===== src/rtl/lap_split_ctrl_if.sv =====
// Stopwatch-to-display bus for the lap/split sequencer.
// master = stopwatch/run-control side, slave = lap_split_ctrl.
interface lap_split_ctrl_if #(
  parameter int unsigned TIME_W = 16,
  parameter int unsigned PTR_W  = 2
);
  logic              running;
  logic              lap_btn;
  logic              recall_btn;
  logic              clear_pulse;
  logic [TIME_W-1:0] time_in;
  logic [TIME_W-1:0] disp_time;
  logic              disp_sel;
  logic [PTR_W-1:0]  lap_idx;
  logic [PTR_W:0]    lap_count;
  logic              full;

  modport master (
    output running, lap_btn, recall_btn, clear_pulse, time_in,
    input  disp_time, disp_sel, lap_idx, lap_count, full
  );

  modport slave (
    input  running, lap_btn, recall_btn, clear_pulse, time_in,
    output disp_time, disp_sel, lap_idx, lap_count, full
  );
endinterface


===== src/rtl/lap_split_ctrl.sv =====
// Lap/split sequencer: captures lap snapshots, holds each split on the
// display, and steps through stored laps while the stopwatch is stopped.
module lap_split_ctrl #(
  parameter int unsigned TIME_W      = 16,
  parameter int unsigned DEPTH       = 4,
  parameter int unsigned PTR_W       = 2,
  parameter int unsigned HOLD_CYCLES = 50000000
) (
  input logic             clk,
  input logic             rst,
  lap_split_ctrl_if.slave bus
);

  localparam int unsigned CNT_W  = PTR_W + 1;
  localparam int unsigned HOLD_W = (HOLD_CYCLES > 1) ? $clog2(HOLD_CYCLES) : 1;

  typedef enum logic [1:0] {LIVE, SPLIT, RECALL} state_t;

  state_t              state_q, state_d;
  logic [TIME_W-1:0]   disp_q, disp_d;
  logic                sel_q;
  logic [PTR_W-1:0]    idx_q, idx_d;
  logic [CNT_W-1:0]    cnt_q, cnt_d;
  logic [PTR_W-1:0]    wr_ptr_q, wr_ptr_d;
  logic [HOLD_W-1:0]   hold_q, hold_d;
  logic                wr_en;
  logic [TIME_W-1:0]   lap_mem [DEPTH];

  logic is_full, lap_take, capture, recall_more;

  assign is_full     = (cnt_q == CNT_W'(DEPTH));
  assign lap_take    = bus.lap_btn & bus.running;
  assign capture     = !bus.clear_pulse && lap_take && (state_q != RECALL);
  assign recall_more = ((CNT_W'(idx_q) + CNT_W'(1)) < cnt_q);

  // State register
  always_ff @(posedge clk or negedge rst) begin
    if (!rst) state_q <= LIVE;
    else      state_q <= state_d;
  end

  // Next state: clear > running-based exit > lap > recall
  always_comb begin
    state_d = state_q;
    if (bus.clear_pulse) begin
      state_d = LIVE;
    end else begin
      case (state_q)
        LIVE: begin
          if (lap_take)
            state_d = SPLIT;
          else if (bus.recall_btn && !bus.running && (cnt_q != '0))
            state_d = RECALL;
        end
        SPLIT: begin
          if (!bus.running)        state_d = LIVE;
          else if (lap_take)       state_d = SPLIT;
          else if (hold_q == '0)   state_d = LIVE;
        end
        RECALL: begin
          if (bus.running)                         state_d = LIVE;
          else if (bus.recall_btn && !recall_more) state_d = LIVE;
        end
        default: state_d = LIVE;
      endcase
    end
  end

  // Datapath next values; the display source follows the next state so
  // the shown word lines up with disp_sel.
  always_comb begin
    idx_d    = idx_q;
    cnt_d    = cnt_q;
    wr_ptr_d = wr_ptr_q;
    hold_d   = hold_q;
    wr_en    = 1'b0;
    if (bus.clear_pulse) begin
      idx_d    = '0;
      cnt_d    = '0;
      wr_ptr_d = '0;
      hold_d   = '0;
    end else begin
      if (capture) begin
        hold_d = HOLD_W'(HOLD_CYCLES - 1);
        if (!is_full) begin
          wr_en    = 1'b1;
          wr_ptr_d = wr_ptr_q + PTR_W'(1);
          cnt_d    = cnt_q + CNT_W'(1);
        end
      end else if (state_d == SPLIT) begin
        hold_d = hold_q - HOLD_W'(1);
      end else begin
        hold_d = '0;
      end
      if (state_d != RECALL)
        idx_d = '0;
      else if (state_q == RECALL && bus.recall_btn)
        idx_d = idx_q + PTR_W'(1);
    end

    case (state_d)
      SPLIT:   disp_d = capture ? bus.time_in : disp_q;
      RECALL:  disp_d = lap_mem[idx_d];
      default: disp_d = bus.time_in;
    endcase
  end

  // Datapath registers
  always_ff @(posedge clk or negedge rst) begin
    if (!rst) begin
      disp_q   <= '0;
      sel_q    <= 1'b0;
      idx_q    <= '0;
      cnt_q    <= '0;
      wr_ptr_q <= '0;
      hold_q   <= '0;
    end else begin
      disp_q   <= disp_d;
      sel_q    <= (state_d != LIVE);
      idx_q    <= idx_d;
      cnt_q    <= cnt_d;
      wr_ptr_q <= wr_ptr_d;
      hold_q   <= hold_d;
    end
  end

  // Lap storage; contents are don't-care after reset
  always_ff @(posedge clk) begin
    if (wr_en) lap_mem[wr_ptr_q] <= bus.time_in;
  end

  assign bus.disp_time = disp_q;
  assign bus.disp_sel  = sel_q;
  assign bus.lap_idx   = idx_q;
  assign bus.lap_count = cnt_q;
  assign bus.full      = is_full;

endmodule


===== src/flat_wrapper.sv =====
// flat-port wrapper written by rule: the top's interface ports become plain ports
module lap_split_ctrl_flat 
#(
  parameter int unsigned TIME_W      = 16,
  parameter int unsigned DEPTH       = 4,
  parameter int unsigned PTR_W       = 2,
  parameter int unsigned HOLD_CYCLES = 50000000
)
  (clk, rst, bus_running, bus_lap_btn, bus_recall_btn, bus_clear_pulse, bus_time_in, bus_disp_time, bus_disp_sel, bus_lap_idx, bus_lap_count, bus_full);
  lap_split_ctrl_if #(.TIME_W(TIME_W), .PTR_W(PTR_W)) bus_i ();
  input logic clk;
  input logic rst;
  input wire logic [$bits(bus_i.running)-1:0] bus_running;
  input wire logic [$bits(bus_i.lap_btn)-1:0] bus_lap_btn;
  input wire logic [$bits(bus_i.recall_btn)-1:0] bus_recall_btn;
  input wire logic [$bits(bus_i.clear_pulse)-1:0] bus_clear_pulse;
  input wire logic [$bits(bus_i.time_in)-1:0] bus_time_in;
  output wire logic [$bits(bus_i.disp_time)-1:0] bus_disp_time;
  output wire logic [$bits(bus_i.disp_sel)-1:0] bus_disp_sel;
  output wire logic [$bits(bus_i.lap_idx)-1:0] bus_lap_idx;
  output wire logic [$bits(bus_i.lap_count)-1:0] bus_lap_count;
  output wire logic [$bits(bus_i.full)-1:0] bus_full;
  assign bus_i.running = bus_running;
  assign bus_i.lap_btn = bus_lap_btn;
  assign bus_i.recall_btn = bus_recall_btn;
  assign bus_i.clear_pulse = bus_clear_pulse;
  assign bus_i.time_in = bus_time_in;
  assign bus_disp_time = bus_i.disp_time;
  assign bus_disp_sel = bus_i.disp_sel;
  assign bus_lap_idx = bus_i.lap_idx;
  assign bus_lap_count = bus_i.lap_count;
  assign bus_full = bus_i.full;
  lap_split_ctrl #(.TIME_W(TIME_W), .DEPTH(DEPTH), .PTR_W(PTR_W), .HOLD_CYCLES(HOLD_CYCLES)) u_core (.clk(clk), .rst(rst), .bus(bus_i));
endmodule

===== config.mk =====
export PLATFORM = sky130hd
export DESIGN_NAME = lap_split_ctrl_flat
export DESIGN_NICKNAME = d
export VERILOG_FILES = /design/src/rtl/lap_split_ctrl_if.sv /design/src/rtl/lap_split_ctrl.sv /design/src/flat_wrapper.sv
export SDC_FILE = /design/constraint.sdc
export NUM_CORES = 1
export LEC_CHECK = 0
export ABC_AREA = 0
export CORE_MARGIN = 5
export CORE_UTILIZATION = 48
export DETAILED_ROUTE_END_ITERATION = 6
export GPL_TIMING_DRIVEN = 0
export HOLD_SLACK_MARGIN = 0.1
export PLACE_DENSITY = 0.65
export SLEW_MARGIN = 20
export SYNTH_ARGS = -nofsm -noshare
export SYNTH_HDL_FRONTEND = slang
export SYNTH_SLANG_ARGS = --single-unit

===== constraint.sdc =====
create_clock -name clk -period 2.96 [get_ports clk]
set_input_delay 0.444 -clock clk [delete_from_list [all_inputs] [get_ports clk]]
set_output_delay 0.444 -clock clk [all_outputs]
set_load 0.05 [all_outputs]

[Word-level counts from Yosys, hierarchy flattened]
Memories as Yosys holds them, arrays and structs flattened.
Index checks and enable logic that the tools add are counted.
Widths: inputs -> output; s select.
Storage, ports and cells
  flip-flop bits (word level): 52
  RAM bits: 64
  input port bits: 22
  output and inout bits: 23
  logic and storage cells: 67
  memories kept: 1
Cells by class
  $add $sub $neg: 5
  magnitude comparators: 1
  equality and inequality tests: 9
  multiplexer cells: 28
  bitwise gates (word level): 1
  reduce and logical (&&, ||, !) cells: 15
Memory list
  u_core.lap_mem: depth 4, width 16, read ports 1, clocked after memory_dff 0, write ports 1, line lap_split_ctrl.sv:27  | logic [TIME_W-1:0] lap_mem [DEPTH];
Operator list (count)
  $mux 26: 3
  $pmux 16 s2: 1
  $mux 2: 14
  $logic_not 26->1: 1
  $sub 26x1->26 const B: 1
  $mux 16: 1
  $mux 3: 3
  $logic_and 1x1->1: 6
  $ne 2x2->1 const B: 3
  $pmux 2 s3: 1
  $mux 1: 5
  $add 2x1->2 const B: 2
  $eq 2x1->1 const B: 2
  $eq 2x2->1 const B: 2
  $reduce_bool 2->1: 2
  $add 2x1->3 const B: 1
  $add 3x1->3 const B: 1
  $eq 3x3->1 const B: 1
  $logic_not 1->1: 3
  $lt 3x3->1: 1
  $reduce_bool 3->1: 1
  $logic_not 2->1: 1
  $ne 2x1->1 const B: 1
  $reduce_and 2->1: 1
  $and 1x1->1: 1

[Longest topological paths before layout]
Gate-level depths: netlist (run 1).
An unclocked memory read counts as a cell.
  word-level depth: 13
  mapped depth: 9
  depth with buffers taken out: 7

[Worst setup path after synthesis (run 1)]
OpenSTA, ideal clock, no wires.
  kind: register to register
  start: register u_core.cnt_q[1] (netlist: u_core.bus.lap_count[1])
  end: memory u_core.lap_mem[0][0], enable pin
  library setup time: 0.374 ns
  arrival: 2.403 ns
  required time: 2.586 ns
  setup slack: 0.183 ns
  stages on the path, launching flop included: 7
  buffers on the path: 1
  period minus slack after synthesis: 2.777 ns
  cell sequence: dfrtp_1 > inv_1 > ha_1 > and2_1 > nor3b_1 > clkbuf_1 > and2_1
On the way
  longest elaborated chain between the ends: 6
RTL lines
  from (decl): line lap_split_ctrl.sv:23  | logic [CNT_W-1:0] cnt_q, cnt_d;
  from (signal assigned): line lap_split_ctrl.sv:121  | cnt_q <= cnt_d;
  $eq 3x3->1: line lap_split_ctrl.sv:31  | assign is_full = (cnt_q == CNT_W'(DEPTH));
  named net bus_full: line flat_wrapper.sv:22  | output wire logic [$bits(bus_i.full)-1:0] bus_full;
  $mux 1: line lap_split_ctrl.sv:85  | if (!is_full) begin
  $mux 1: line lap_split_ctrl.sv:83  | if (capture) begin
  $mux 1: line lap_split_ctrl.sv:77  | if (bus.clear_pulse) begin
  $mux 1: line lap_split_ctrl.sv:129  | if (wr_en) lap_mem[wr_ptr_q] <= bus.time_in;
  $mux 1 (not written as such): line lap_split_ctrl.sv:129
  to (decl): line lap_split_ctrl.sv:27
The timed path passes the listed nets, and every way through them passes these cells.

[Final worst setup path (run 1)]
  start: register u_core.cnt_q[0] (netlist: u_core.bus.lap_count[0])
  end: memory u_core.lap_mem[0][1], enable pin
On the way
  longest elaborated chain between the ends: 6
RTL lines (line)
  $eq 3x3->1: lap_split_ctrl.sv:31
  $mux 1: lap_split_ctrl.sv:85
  $mux 1: lap_split_ctrl.sv:83
  $mux 1: lap_split_ctrl.sv:77
  $mux 1: lap_split_ctrl.sv:129
  $mux 1 (not written as such): lap_split_ctrl.sv:129
No other way between the ends.

==> results of run 1 <==
==> worst max-delay path, stage by stage, from the launching register on <==
cell and delay [ns]:
dfrtp_1 0.42, inv_1 0.07, ha_1 0.20, and2_1 0.17
nor3b_1 0.34, clkbuf_1 0.33, and2_1 0.79
==> registers in the layout, indices dropped and copies added, names as in the netlist <==
| register | flops |
|---|---|
| u_core.bus.lap_idx | 2 |
| u_core.wr_ptr_q | 2 |
| u_core.bus.lap_count | 3 |
| u_core.bus.disp_sel | 1 |
| u_core.bus.disp_time | 16 |
| u_core.hold_q | 26 |
| u_core.lap_mem | 64 |
| u_core.state_q | 2 |
==> cells by family (layout without fill, tap and decap cells) <==
group	count (synthesis)	after routing
flip-flops	116	116
AND/OR/NAND/NOR	91	91
multiplexers	83	83
AO/OA/AOI/OAI	60	60
buffers and inverters	34	108
XOR/XNOR	25	25
adder cells (fa/ha/maj)	10	10
==> report_power, final <==
part | total [uW] | internal, uW | leakage, uW | switching, uW
sequential | 1810 | 1770 | 0.00125 | 43.9
clock | 1810 | 1150 | 0.000258 | 660
combinational | 447 | 176 | 0.000932 | 271
==> per-layer routing <==
metal | part of all wire | vias to the layer above
met4 | 0.021 | 0
met5 | 0 | -
met2 | 0.46 | 102
met1 | 0.47 | 1821
li1 | - | 1704
met3 | 0.048 | 24
==> final timing paths <==
check / endpoint / from / cells after the start
setup / recovery: u_core.lap_mem[0][1] / u_core.bus.lap_count[0] / 6
hold / removal: u_core.wr_ptr_q[1] / rst / 1
setup reg to reg: u_core.lap_mem[0][1] / u_core.bus.lap_count[0] / 6
hold reg to reg: u_core.bus.disp_time[13] / u_core.bus.disp_time[13] / 1
max in group asynchronous: u_core.bus.disp_time[3] / rst / 1
min in group clk: u_core.bus.disp_time[13] / u_core.bus.disp_time[13] / 1
==> repair_timing <==
action,in CTS,in global routing
resized for setup,0,2
endpoints found under the setup margin,0,32
buffers inserted,0,0
==> stage by stage <==
stage                      util  cells  TNS (ns)  setup slack, ns
after floorplan               -    419         0            0.183
after global placement    0.548    606    -26.10           -0.294
after detailed placement  0.548    606    -13.38           -0.272
after CTS                 0.593    636         0            0.116
after global routing      0.593    636         0          0.00646
final                     0.593    636         0            0.251
==> area by class of cell <==
class	count	share of cell area
multi-input cells	269	0.337
inverters	10	0.00550
repair buffers	44	0.0641
plain buffers	24	0.0191
clock buffers	22	0.0665
flip-flops and latches	116	0.472
well taps	143	0.0262
clock inverters	8	0.00916
==> cells in the final DEF (no fill, tap or decap), drive strengths merged, types with 2 or more instances in the layout <==
cell type and instances:
a21oi 3, a22o 16, and2 7, buf 18, clkbuf 29, clkdlybuf4s50 43
clkinv 7, dfrtp 52, edfxtp 64, ha 10, inv 10, mux2 2
mux2i 65, mux4 16, nand2 11, nand2b 4, nand3 4, nand3b 2
nor2 34, nor3 9, nor3b 2, nor4 10, o21ai 20, o2bb2ai 16
o31ai 3, or2 2, or3 3, or4 2, xnor2 19, xor2 6
==> metrics.txt, run 1 <==
drt first pass iters 5; Crit Path Class reg -> reg; final setup skew 0.0111 ns; sequential share of the synthesized area 0.566; count of cell types in the netlist 39; die width 119 um; ANT nets after route 0; post-synthesis cell count 419; post-route cell area 0.00683 mm2; Synth Area in Compound Gates 0.0776; Netlist Area Pre-Place roughly 0.0057 mm2; ys async rst share 0.448; register area 0.00322 mm2; share of Yosys cell area claimed by the top area cell type 0.338; cell row count 39; CTS tree yes; Setup Viol. Count Final 0; ys flop type edfxtp_1; dominant cells by area after synthesis edfxtp_1 34%, dfrtp_1 23%, mux2i_1 11%, mux4_2 6.3%, xnor2_1 2.9%; clk_lat worst skew a little over 0.4 ns; met2 Use GR 0.298; grt met1 use 0.275; synth warn 0; busiest grt layer met2; R2R Setup Slk 0.25 ns; area delta synth->final 20.0%; count leader, synth mux2i_1; post-synthesis area per instance 13.6 um2; hpwl dp 8.18 mm; element type at the critical path end register; clock slew at reported path FFs 0.05 ns; slew margin rel. 0.383; Slew @ Worst Pin between 0.9 and 1 ns; Max-Cap Viols 0; status finished, final reports clean; cell leakage power 0.00244 uW; Power Dens Cells just under 600 mW/mm2; GPL Wtd Cong around 0.79; Initial DRC Count 222; Hold Crit Class in -> async; Die Ht around 120 um; Post-synth EDFFs 64; GRT overflow 0; TritonCTS Sinks approximately 120; pin count of the biggest net entering global routing between 50 and 60; Detailed Route WL about 13 mm; most frequent cells after synthesis 65 x mux2i_1, 64 x edfxtp_1, 52 x dfrtp_1; vias per inst about 5.7; Synth area leader edfxtp_1; Cell Area, Placed 0.00631 mm2; synthesized-area fraction occupied by adder cells 0.0220; post-synthesis mux area share 0.182; xor and xnor area share after synthesis 0.0385; CTS Root Cell clkbuf_16; largest family of logic cells by synthesized area multiplexers; CTS buffer count 17; Fin. Hold Viols 0; layout cells sized above 1 0.140; Crit Path Max Fanout 16; Synth Area in Simple Gates 0.0846; H-tree levels 4; core area 0.0115 mm2; vias in the first global route 3942; PnR Total Power about 4100 uW; CP arrival approximately 2.7 ns; Min Clock Period, post-route 2.71 ns; Initial Util 0.494; Peak VDD IR 314 uV; Syn Nets 451; Tcrit/Tclk final 0.915; Die Area 0.0141 mm2; io pins 45; clock buffer depth 2; first-pass GRT wire length around 21 mm; fmax 369 MHz; # DRC 0; CP Data Required Time ~3.0 ns; tightest hold margin 0.0843 ns; Routed WL per cell 20.3 um; ant diodes 0; Slew Limit Fails 0; area taken by multi-input logic gates 0.00230 mm2; routed vias 3651; crit start category register; #FFs+latches synth 116; fillers 910; initial antenna violation count 0; nets slightly above 500; RSZ-0062 raised after global routing no; gr usage total 0.199; M3 GR Usage 0.0531; number of I/O port buffers 44; hold buffer count at CTS 0
Power figures use the tool's default switching activity.
==> run 2: changes to the inputs <==
--- a/config.mk
+++ b/config.mk
@@ -7,11 +7,11 @@
 export LEC_CHECK = 0
 export ABC_AREA = 0
 export CORE_MARGIN = 5
-export CORE_UTILIZATION = 48
+export CORE_UTILIZATION = 40
 export DETAILED_ROUTE_END_ITERATION = 6
 export GPL_TIMING_DRIVEN = 0
 export HOLD_SLACK_MARGIN = 0.1
-export PLACE_DENSITY = 0.65
+export PLACE_DENSITY = 0.55
 export SLEW_MARGIN = 20
 export SYNTH_ARGS = -nofsm -noshare
 export SYNTH_HDL_FRONTEND = slang
==> run 2 against run 1 <==
  * Combinational power hardly changed
  * Flip-flop and latch count stayed put
  * Die area is 18% higher
  * Cell count is 6.0% higher
  * Clock skew is 0.0013 ns higher
  * Register-to-register slack worse by 0.02 ns
  * Critical endpoint is now u_core.bus.disp_time[6]
  * Largest power group is now the clock network
  * Highest routed layer unchanged
==> metrics.txt, run 2 (synthesis gave the netlist of run 1 again) <==
slowest library cell on the worst path a311oi_2 (was and2_1); routed vias 3624 (was 3651); area delta synth->final 21.3% (was 20.0%); top layer in use met4 (unchanged); hold buffer count at CTS 0 (unchanged); most used cell, CP ha_1 (was and2_1); Die Area 0.0167 mm2 (was 0.0141 mm2); CTS Root Cell clkbuf_16 (unchanged); gr usage total 0.170 (was 0.199); CP arrival 3.02 ns (was 2.74 ns); clk_lat worst skew 0.42 ns (was 0.41 ns); io pins 45 (unchanged); vias per inst 5.38 (was 5.74); vias in the first global route 3930 (was 3942); CTS buffer count 17 (unchanged); clock slew at reported path FFs 0.05 ns (about the same); max reg flops 64 (unchanged); RSZ-0062 raised after global routing no (unchanged); ANT nets after route 0 (unchanged); Setup Viol. Count Final 0 (unchanged); CP cell instances ha_1 -> ha_1 -> a21oi_1 -> o21ai_0 -> a311oi_2 -> clkbuf_1 -> a22o_1 -> o2bb2ai_1 (was inv_1 -> ha_1 -> and2_1 -> nor3b_1 -> clkbuf_1 -> and2_1); Slew Limit Fails 0 (unchanged); GPL Wtd Cong 0.748 (was 0.794); Power Dens Cells 599 mW/mm2 (was 596 mW/mm2); Initial DRC Count 229 (was 222); Initial Util 0.408 (was 0.494); fmax 367 MHz (was 369 MHz); Crit Path Max Fanout 10 (was 16); Die Ht 129 um (was 119 um); delay-heaviest family, CP compound AO/OA/AOI/OAI gates (was simple AND/OR/NAND/NOR gates); # DRC 0 (unchanged); Slew @ Worst Pin 0.708 ns (was 0.925 ns); Routed WL per cell 19.3 um (was 20.3 um); number of I/O port buffers 44 (unchanged); hpwl dp 8.42 mm (was 8.18 mm); metal2 WL 6.31 mm (was 5.99 mm); drt first pass iters 4 (was 5); postcts setup bufs 0 (unchanged); layout cells sized above 1 0.152 (was 0.140); fillers 1257 (was 910); most frequent cells in the layout 65 x mux2i_1, 64 x edfxtp_1, 52 x dfrtp_1, 43 x clkdlybuf4s50_1, 33 x nor2_1 (unchanged); non-filler cells, final 674 (was 636); Fin. Hold Viols 0 (unchanged); H-tree levels 4 (unchanged); Hold Crit Class in -> async (unchanged); GRT overflow 0 (unchanged); commonest non-fill, non-tap cell in the layout mux2i_1 (unchanged); R2R Setup Slk 0.23 ns (was 0.25 ns); first-pass GRT wire length 21.2 mm (was 21.4 mm); delay of the slowest critical-path stage 0.59 ns (was 0.79 ns); crit start category register (unchanged); cell count after placement 643 (was 606); cell row count 43 (was 39); Max-Cap Viols 0 (unchanged); met3 WL post-DR 619 um (was 618 um); die width 129 um (was 119 um); initial antenna violation count 0 (unchanged); core area 0.0139 mm2 (was 0.0115 mm2); Peak VDD IR 374 uV (was 314 uV); utilization after layout 0.496 (was 0.593); post-CTS resize count 0 (unchanged); CTS tree yes (unchanged); ant diodes 0 (unchanged); final setup skew 0.0124 ns (was 0.0111 ns); PnR Total Power 4140 uW (was 4070 uW); status finished, final reports clean (unchanged); Min Clock Period, post-route 2.73 ns (was 2.71 ns); Detailed Route WL 13.0 mm (was 12.9 mm); element type at the critical path end register (unchanged); CP Buf/Inv Count 1 (was 2); Most flops, register u_core.lap_mem (unchanged); slew margin rel. 0.528 (was 0.383); nets 514 (unchanged); Metal-1 WL 5.94 mm (was 6.01 mm); TritonCTS Sinks 116 (unchanged); Crit Path Class reg -> reg (unchanged); Tcrit/Tclk final 0.921 (was 0.915); CP Data Required Time 3.26 ns (was 2.99 ns); cell leakage power 0.00245 uW (was 0.00244 uW); pin count of the biggest net entering global routing 53 (unchanged); clock buffer depth 2 (unchanged)
## run 2: cell count changes in the layout (fill, tap and decap cells not counted)
cell	previous run	this run
and2_2	2	4
clkinvlp_4	0	3
clkinv_4	0	1
and2_1	5	3
clkbuf_8	1	2
clkinv_2	5	4
clkbuf_1	10	8
clkinv_1	2	1
## run 2: area by class of cell
class	instances	area, um2	share of cell area
Sequential cell	116	3220	0.467
Timing Repair Buffer	44	438	0.0634
Inverter	10	37.5	0.00544
Tap cell	180	225	0.0326
Buffer	24	130	0.0188
Clock buffer	21	460	0.0667
Clock inverter	10	85.1	0.0123
Multi-Input combinational cell	269	2310	0.334
## run 2: power by group
part	internal, uW	leakage (uW)	switching [uW]
clock	1180	0.000262	700
sequential	1770	0.00125	43.6
combinational	176	0.000933	268
total	3130	0.00245	1010
## run 2: layer usage
layer  global-route usage  up-vias
li1                     -     1703
met1                0.223     1833
met2                0.278       75
met3               0.0503       13
met4               0.0463        0
met5                    0        -
## run 2: worst paths after layout
kind	from	depth (start not counted)	end
worst max-delay path	u_core.bus.lap_idx[1]	8	u_core.bus.disp_time[6]
worst min-delay path	rst	1	u_core.bus.disp_time[11]
worst max register to register	u_core.bus.lap_idx[1]	8	u_core.bus.disp_time[6]
worst min register to register	u_core.bus.disp_time[13]	1	u_core.bus.disp_time[13]
max in group asynchronous	rst	1	u_core.hold_q[20]
min in group clk	u_core.bus.disp_time[13]	1	u_core.bus.disp_time[13]
## run 2: metrics by stage
step                      hold slack, ns  setup slack [ns]  setup TNS [ns]  instance area, um2
final                             0.0831             0.234               0                6910
after global routing               0.139            0.0328               0                6910
after CTS                          0.107             0.109               0                6900
after detailed placement           0.473            -0.263          -15.67                6350
after global placement             0.471            -0.362          -34.31                6360
after floorplan                    0.148             0.183               0                5690
